==> src/rtl/mem_port_arbiter_pkg.sv <==
// Shared arbiter definitions: FSM state codes, owner codes and the abort read pattern.
// No logic; imported by the arbiter, its interface users and the bench.
package mem_port_arbiter_pkg;

    typedef enum logic [1:0] {
        ARB_IDLE = 2'd0,
        ARB_BUSY = 2'd1,
        ARB_DONE = 2'd2
    } arb_state_t;

    typedef enum logic {
        ARB_OWN_INST = 1'b0,
        ARB_OWN_DATA = 1'b1
    } arb_owner_t;

    localparam logic [31:0] ARB_ABORT_DATA = 32'hDEAD_BEEF;

endpackage

==> src/rtl/mem_port_arbiter_if.sv <==
// Pipeline-side and memory-side signals of the unified memory port arbiter.
// master = arbiter view, slave = pipeline/memory environment view; ARB_STATS_EN adds stall counters.
interface mem_port_arbiter_if #(
    parameter int ADDR_W = 32,
    parameter int DATA_W = 32
);
    logic              if_req;
    logic [ADDR_W-1:0] if_addr;
    logic [DATA_W-1:0] if_rdata;
    logic              if_ready;
    logic              dm_ren;
    logic              dm_wen;
    logic [ADDR_W-1:0] dm_addr;
    logic [DATA_W-1:0] dm_wdata;
    logic [DATA_W-1:0] dm_rdata;
    logic              dm_ready;
    logic              mem_req;
    logic              mem_we;
    logic [ADDR_W-1:0] mem_addr;
    logic [DATA_W-1:0] mem_wdata;
    logic [DATA_W-1:0] mem_rdata;
    logic              mem_ack;
    logic              stall_if;
    logic              stall_mem;
    logic              err_timeout;
`ifdef ARB_STATS_EN
    logic [31:0]       stat_if_wait;
    logic [31:0]       stat_dm_wait;

    modport master (
        input  if_req, if_addr, dm_ren, dm_wen, dm_addr, dm_wdata, mem_rdata, mem_ack,
        output if_rdata, if_ready, dm_rdata, dm_ready, mem_req, mem_we, mem_addr, mem_wdata,
        output stall_if, stall_mem, err_timeout, stat_if_wait, stat_dm_wait
    );
    modport slave (
        output if_req, if_addr, dm_ren, dm_wen, dm_addr, dm_wdata, mem_rdata, mem_ack,
        input  if_rdata, if_ready, dm_rdata, dm_ready, mem_req, mem_we, mem_addr, mem_wdata,
        input  stall_if, stall_mem, err_timeout, stat_if_wait, stat_dm_wait
    );
`else
    modport master (
        input  if_req, if_addr, dm_ren, dm_wen, dm_addr, dm_wdata, mem_rdata, mem_ack,
        output if_rdata, if_ready, dm_rdata, dm_ready, mem_req, mem_we, mem_addr, mem_wdata,
        output stall_if, stall_mem, err_timeout
    );
    modport slave (
        output if_req, if_addr, dm_ren, dm_wen, dm_addr, dm_wdata, mem_rdata, mem_ack,
        input  if_rdata, if_ready, dm_rdata, dm_ready, mem_req, mem_we, mem_addr, mem_wdata,
        input  stall_if, stall_mem, err_timeout
    );
`endif
endinterface

==> src/rtl/mem_arb_wait_timer.sv <==
// Wait-state watchdog: counts enabled cycles, expire flags the MAX_WAIT-th one.
// expire is combinational in the cycle the limit is hit; clr has priority over en.
module mem_arb_wait_timer #(
    parameter int MAX_WAIT = 255
) (
    input  logic clk,
    input  logic rst,
    input  logic clr,
    input  logic en,
    output logic expire
);
    localparam int CNT_W = $clog2(MAX_WAIT + 1);

    logic [CNT_W-1:0] cnt_q;

    always_ff @(posedge clk) begin
        if (rst || clr) begin
            cnt_q <= '0;
        end else if (en) begin
            cnt_q <= cnt_q + CNT_W'(1);
        end
    end

    // cnt_q holds the number of earlier unacked cycles, so this cycle is number cnt_q+1
    assign expire = en && (cnt_q == CNT_W'(MAX_WAIT - 1));

endmodule

==> src/rtl/mem_port_arbiter.sv <==
// Arbitrates IF fetch vs MEM load/store onto one memory port; data side has fixed priority.
// Latency: ready 2 cycles after request seen in IDLE, +1 per memory wait state; requesters stall until ready.
// Optional ARB_STATS_EN adds saturating stall-cycle counters.
module mem_port_arbiter
    import mem_port_arbiter_pkg::*;
#(
    parameter int ADDR_W   = 32,
    parameter int DATA_W   = 32,
    parameter int MAX_WAIT = 255
) (
    input  logic                 clk,
    input  logic                 rst,
    mem_port_arbiter_if.master   bus
);
    arb_state_t        state_q, state_d;
    arb_owner_t        owner_q;
    logic              dm_any;
    logic              any_req;
    logic              tmr_clr;
    logic              tmr_en;
    logic              tmr_expire;
    logic [ADDR_W-1:0] grant_addr;
    logic [DATA_W-1:0] grant_wdata;

    assign dm_any      = bus.dm_ren | bus.dm_wen;
    assign any_req     = dm_any | bus.if_req;
    assign grant_addr  = dm_any ? bus.dm_addr : bus.if_addr;
    assign grant_wdata = dm_any ? bus.dm_wdata : '0;

    mem_arb_wait_timer #(.MAX_WAIT(MAX_WAIT)) u_wait_timer (
        .clk    (clk),
        .rst    (rst),
        .clr    (tmr_clr),
        .en     (tmr_en),
        .expire (tmr_expire)
    );

    always_ff @(posedge clk) begin
        if (rst) begin
            state_q <= ARB_IDLE;
        end else begin
            state_q <= state_d;
        end
    end

    always_comb begin
        state_d = state_q;
        tmr_clr = 1'b1;
        tmr_en  = 1'b0;
        unique case (state_q)
            ARB_IDLE: if (any_req) state_d = ARB_BUSY;
            ARB_BUSY: begin
                tmr_clr = 1'b0;
                tmr_en  = ~bus.mem_ack;
                if (bus.mem_ack || tmr_expire) state_d = ARB_DONE;
            end
            ARB_DONE: state_d = ARB_IDLE;
            default:  state_d = ARB_IDLE;
        endcase
    end

    always_ff @(posedge clk) begin
        if (rst) begin
            owner_q         <= ARB_OWN_INST;
            bus.mem_we      <= 1'b0;
            bus.mem_addr    <= '0;
            bus.mem_wdata   <= '0;
            bus.if_rdata    <= '0;
            bus.dm_rdata    <= '0;
            bus.err_timeout <= 1'b0;
        end else if (state_q == ARB_IDLE) begin
            if (any_req) begin
                owner_q       <= dm_any ? ARB_OWN_DATA : ARB_OWN_INST;
                bus.mem_we    <= bus.dm_wen;
                bus.mem_addr  <= grant_addr;
                bus.mem_wdata <= grant_wdata;
            end
        end else if (state_q == ARB_BUSY) begin
            // A late ack on the final allowed cycle still wins over the abort
            if (bus.mem_ack) begin
                if (!bus.mem_we) begin
                    if (owner_q == ARB_OWN_DATA) bus.dm_rdata <= bus.mem_rdata;
                    else                         bus.if_rdata <= bus.mem_rdata;
                end
            end else if (tmr_expire) begin
                bus.err_timeout <= 1'b1;
                if (owner_q == ARB_OWN_DATA) bus.dm_rdata <= DATA_W'(ARB_ABORT_DATA);
                else                         bus.if_rdata <= DATA_W'(ARB_ABORT_DATA);
            end
        end
    end

    assign bus.mem_req   = (state_q == ARB_BUSY);
    assign bus.if_ready  = (state_q == ARB_DONE) && (owner_q == ARB_OWN_INST);
    assign bus.dm_ready  = (state_q == ARB_DONE) && (owner_q == ARB_OWN_DATA);
    assign bus.stall_if  = bus.if_req & ~bus.if_ready;
    assign bus.stall_mem = dm_any & ~bus.dm_ready;

`ifdef ARB_STATS_EN
    always_ff @(posedge clk) begin
        if (rst) begin
            bus.stat_if_wait <= '0;
            bus.stat_dm_wait <= '0;
        end else begin
            if (bus.stall_if  && (bus.stat_if_wait != '1)) bus.stat_if_wait <= bus.stat_if_wait + 32'd1;
            if (bus.stall_mem && (bus.stat_dm_wait != '1)) bus.stat_dm_wait <= bus.stat_dm_wait + 32'd1;
        end
    end
`endif

endmodule

==> src/flat_wrapper.sv <==
// flat-port wrapper written by rule: the top's interface ports become plain ports
module mem_port_arbiter_flat import mem_port_arbiter_pkg::*;
#(
    parameter int ADDR_W   = 32,
    parameter int DATA_W   = 32,
    parameter int MAX_WAIT = 255
)
  (clk, rst, bus_if_req, bus_if_addr, bus_dm_ren, bus_dm_wen, bus_dm_addr, bus_dm_wdata, bus_mem_rdata, bus_mem_ack, bus_if_rdata, bus_if_ready, bus_dm_rdata, bus_dm_ready, bus_mem_req, bus_mem_we, bus_mem_addr, bus_mem_wdata, bus_stall_if, bus_stall_mem, bus_err_timeout);
  mem_port_arbiter_if #(.ADDR_W(ADDR_W), .DATA_W(DATA_W)) bus_i ();
  input  logic clk;
  input  logic rst;
  input wire logic [$bits(bus_i.if_req)-1:0] bus_if_req;
  input wire logic [$bits(bus_i.if_addr)-1:0] bus_if_addr;
  input wire logic [$bits(bus_i.dm_ren)-1:0] bus_dm_ren;
  input wire logic [$bits(bus_i.dm_wen)-1:0] bus_dm_wen;
  input wire logic [$bits(bus_i.dm_addr)-1:0] bus_dm_addr;
  input wire logic [$bits(bus_i.dm_wdata)-1:0] bus_dm_wdata;
  input wire logic [$bits(bus_i.mem_rdata)-1:0] bus_mem_rdata;
  input wire logic [$bits(bus_i.mem_ack)-1:0] bus_mem_ack;
  output wire logic [$bits(bus_i.if_rdata)-1:0] bus_if_rdata;
  output wire logic [$bits(bus_i.if_ready)-1:0] bus_if_ready;
  output wire logic [$bits(bus_i.dm_rdata)-1:0] bus_dm_rdata;
  output wire logic [$bits(bus_i.dm_ready)-1:0] bus_dm_ready;
  output wire logic [$bits(bus_i.mem_req)-1:0] bus_mem_req;
  output wire logic [$bits(bus_i.mem_we)-1:0] bus_mem_we;
  output wire logic [$bits(bus_i.mem_addr)-1:0] bus_mem_addr;
  output wire logic [$bits(bus_i.mem_wdata)-1:0] bus_mem_wdata;
  output wire logic [$bits(bus_i.stall_if)-1:0] bus_stall_if;
  output wire logic [$bits(bus_i.stall_mem)-1:0] bus_stall_mem;
  output wire logic [$bits(bus_i.err_timeout)-1:0] bus_err_timeout;
  assign bus_i.if_req = bus_if_req;
  assign bus_i.if_addr = bus_if_addr;
  assign bus_i.dm_ren = bus_dm_ren;
  assign bus_i.dm_wen = bus_dm_wen;
  assign bus_i.dm_addr = bus_dm_addr;
  assign bus_i.dm_wdata = bus_dm_wdata;
  assign bus_i.mem_rdata = bus_mem_rdata;
  assign bus_i.mem_ack = bus_mem_ack;
  assign bus_if_rdata = bus_i.if_rdata;
  assign bus_if_ready = bus_i.if_ready;
  assign bus_dm_rdata = bus_i.dm_rdata;
  assign bus_dm_ready = bus_i.dm_ready;
  assign bus_mem_req = bus_i.mem_req;
  assign bus_mem_we = bus_i.mem_we;
  assign bus_mem_addr = bus_i.mem_addr;
  assign bus_mem_wdata = bus_i.mem_wdata;
  assign bus_stall_if = bus_i.stall_if;
  assign bus_stall_mem = bus_i.stall_mem;
  assign bus_err_timeout = bus_i.err_timeout;
  mem_port_arbiter #(.ADDR_W(ADDR_W), .DATA_W(DATA_W), .MAX_WAIT(MAX_WAIT)) u_core (.clk(clk), .rst(rst), .bus(bus_i));
endmodule
==> config.mk <==
export PLATFORM = sky130hd
export DESIGN_NAME = mem_port_arbiter_flat
export DESIGN_NICKNAME = d
export VERILOG_FILES = /design/src/rtl/mem_port_arbiter_pkg.sv /design/src/rtl/mem_port_arbiter_if.sv /design/src/rtl/mem_arb_wait_timer.sv /design/src/rtl/mem_port_arbiter.sv /design/src/flat_wrapper.sv
export SDC_FILE = /design/constraint.sdc
export NUM_CORES = 1
export LEC_CHECK = 0
export ABC_AREA = 1
export CORE_AREA = 2 2 149 151
export CTS_CLUSTER_SIZE = 16
export DETAILED_ROUTE_END_ITERATION = 12
export DIE_AREA = 0 0 151 153
export PLACE_DENSITY_LB_ADDON = 0.08
export SYNTH_ARGS = -nofsm -noshare
export SYNTH_HDL_FRONTEND = slang
export SYNTH_SLANG_ARGS = --single-unit
==> constraint.sdc <==
create_clock -name clk -period 2.3 [get_ports clk]
set_input_delay 0.345 -clock clk [delete_from_list [all_inputs] [get_ports clk]]
set_output_delay 0.345 -clock clk [all_outputs]
set_load 0.005 [all_outputs]
==> run_results.csv <==
group,metric,value,unit
global_routing,grt_pass1_wl,32.4,mm
critical_path,cp.required,1960,ps
finish,fillerInstances,2227,
critical_path,cpMostUsedCell,"clkdlybuf4s50_1",
place,dpl.hpwl,14.1,mm
routing,wire_per_inst,14.0,µm
sta,worst_pin_slew,412,ps
sta,setup_violations,0,
critical_path,worstSetupPathType,"input pin to primary output",
sta,finalClockSkew,9.79,ps
place,place_congestion,0.779,
global_routing,overflow,0,
synth,synth_top_area_cell,"dfxtp_1",
flow_run,cap_viol_max_count,0,
critical_path,start_kind,"input pin",
finish,layout_common_cells,"nand2_1 (281), clkdlybuf4s50_1 (268), dfxtp_1 (141)",
sta,maxClockFrequency,476,MHz
critical_path,critPathSlowestCell,"clkdlybuf4s50_1",
finish,n_antenna_cell,0,
clock_network,htreeDepth,4,
synth,syn_inst,921,
sta,rsz0062_at_grt,"false",
critical_path,worst-path-buf-inv,4,
sta,period_needed,2100,ps
finish,final_core_util,0.463,
pwr,power.total,7.16,mW
finish,nets,1307,
critical_path,critPathCaptureType,"primary output",
sta,maxSlewViolCount,0,
sta,setup_ws,197,ps
global_routing,grt_max_degree,71,
routing,via_count,6318,
floorplan,ios,269,
pwr,ir_worst_vdd,0.481,mV
clock_network,cts_resized,0,
critical_path,cp_slowest_stage_delay,540,ps
floorplan,core-area,21500,µm²
sta,hold_viol_final,0,
synth,ys_types,28,
status,status,"finished, final reports clean",
routing,firstDrtPassIters,4,
sta,tns,0,ps
synth,synth.yosys.seq_area_share,0.442,
clock_network,cts_tree,"done",
synth,ys_top_cells_by_area,"dfxtp_1 (44%), nand2_1 (17%), inv_1 (8.1%)",
floorplan,die_w,151,µm
critical_path,cp.arrival,1760,ps
pwr,power.density,719,nW/µm²
sta,period_share,0.914,
clock_network,cts.reportedPaths.clkPinSlew,60,ps
global_routing,antenna_found_initial,0,
worst_hold_path,hold_path_class,"flip-flop to flip-flop",
synth,synth-seq-cells,141,
synth,yosys_warnings,0,
routing,drc_errors,0,
routing,drt_iter0_markers,279,
clock_network,hold_buffers,0,
routing,routed_wl,20.5,mm
floorplan,die_y,153,µm
critical_path,crit_family,"buffers and inverters",
routing,drt-vias-per-instance,4.32,
synth,syn-cell-area,6390,µm²
clock_network,cts_buffers,17,
finish,drive_gt1_frac,0.0608,
clock_network,cts_max_path_buffers,2,
finish,fin_cells,1464,
synth,syn_nets,1057,
global_routing,grt_pass1_vias,6076,
place,dpl.cell_count,1432,
floorplan,fp-row-count,54,
clock_network,postCtsSetupRepairBufs,0,
clock_network,cts-root-buf,"clkbuf_16",
global_routing,grtUsageTotal,0.179,
critical_path,cp_max_fo,5,
place,portBuffers,268,
clock_network,clk_latency,420,ps
place,place_ws,173,ps
finish,syn2layout_area_growth,55.8,%
finish,final_common_cell,"nand2_1",
pwr,leakagePower,4.48,nW
synth,synth.avg_cell_area,6.94,µm²
floorplan,dieArea,23100,µm²
routing,ant_nets,0,
sta,relSlewSlack,0.725,
clock_network,cts.sinks,141,
floorplan,initial_utilization,0.297,
critical_path,worstPathCellList,"clkdlybuf4s50_1 -> nor2_2 -> inv_2 -> o21ai_0 -> inv_1 -> clkdlybuf4s50_1",
synth,synth_top_area_share,0.442,
final cells by class:
cell class              instances  area [µm²]  area share
well taps                     280         350      0.0352
inverters                     143         538      0.0540
flip-flops and latches        141        2820       0.284
clock buffers                  18         439      0.0441
multi-input cells             577        2710       0.273
clock inverters                14         160      0.0161
repair buffers                291        2930       0.294
worst min-delay path: cells and delay by family, from the launching register on:
family,cells,cell delay [ps]
flops,1,310
buf+inv,1,50
compound gates,1,50
routing by layer:
| layer | wire (µm) | up-vias | share of wire | global-route usage |
|---|---|---|---|---|
| li1 | - | 3364 | - | - |
| met1 | 9060 | 2731 | 0.44 | 0.223 |
| met2 | 9090 | 212 | 0.44 | 0.278 |
| met3 | 2160 | 11 | 0.11 | 0.0869 |
| met4 | 193 | 0 | 0.0094 | 0.0401 |
| met5 | 0 | - | 0 | 0 |
report_power, final:
group	internal, mW	total [mW]	switching, mW
Clock	1.65	2.82	1.18
Sequential	2.66	2.77	0.116
Combinational	0.833	1.56	0.732
Total	5.14	7.16	2.02
registers in the layout, summed over array words and instances (netlist names):
signal,count
u_core.bus.mem_wdata,32
u_core.bus.err_timeout,1
u_core.owner_q,1
u_core.bus.dm_rdata,32
u_core.state_q,2
u_core.bus.if_rdata,32
u_core.bus.mem_addr,32
u_core.u_wait_timer.cnt_q,8
u_core.bus.mem_we,1
final timing paths:
kind	start	end	cells after the start	slack, ps
worst max-delay path	bus_dm_wen	bus_stall_mem	6	200
worst min-delay path	u_core.bus.err_timeout$_SDFFE_PP0P_	u_core.bus.err_timeout$_SDFFE_PP0P_	2	460
worst max register to register	u_core.u_wait_timer.cnt_q[0]$_SDFFE_PP0P_	u_core.bus.if_rdata[24]$_SDFFE_PP0P_	11	540
worst min register to register	u_core.bus.err_timeout$_SDFFE_PP0P_	u_core.bus.err_timeout$_SDFFE_PP0P_	2	460
cells in the mapped netlist:
cell        n
nand2_1   281
dfxtp_1   141
inv_1     138
nor2_1    107
nand4_1    54
a21oi_1    43
nand3_1    35
o211a_1    32
buf_2      22
clkbuf_1   16
buf_1       9
buf_4       7
buf_6       6
nor3_1      5
inv_2       4
o21ai_0     4
nor2_2      3
ha_1        2
nand2_2     2
nand3_4     2
a21oi_2     1
clkinv_1    1
nand2_4     1
nand3_2     1
nor4_1      1
o21ai_4     1
o22ai_1     1
or2_2       1
per-stage QoR:
stage	hold WS (ps)	cell area (µm²)
final	456	9950
after global routing	472	9950
after CTS	461	9950
after detailed placement	453	9360
after global placement	443	9360
after floorplan	447	6390
logic make-up (layout without fill, tap and decap cells):
logic type | count (synthesis) | count (layout) | share of synthesized area
adders and majority gates | 2 | 2 | 0.00392
AOI/OAI and AO/OA | 82 | 82 | 0.0918
DFF | 141 | 141 | 0.442
and+or+nand+nor | 493 | 493 | 0.328
buffers and inverters | 203 | 466 | 0.135
Note: power is estimated with default switching activity, not from simulation.
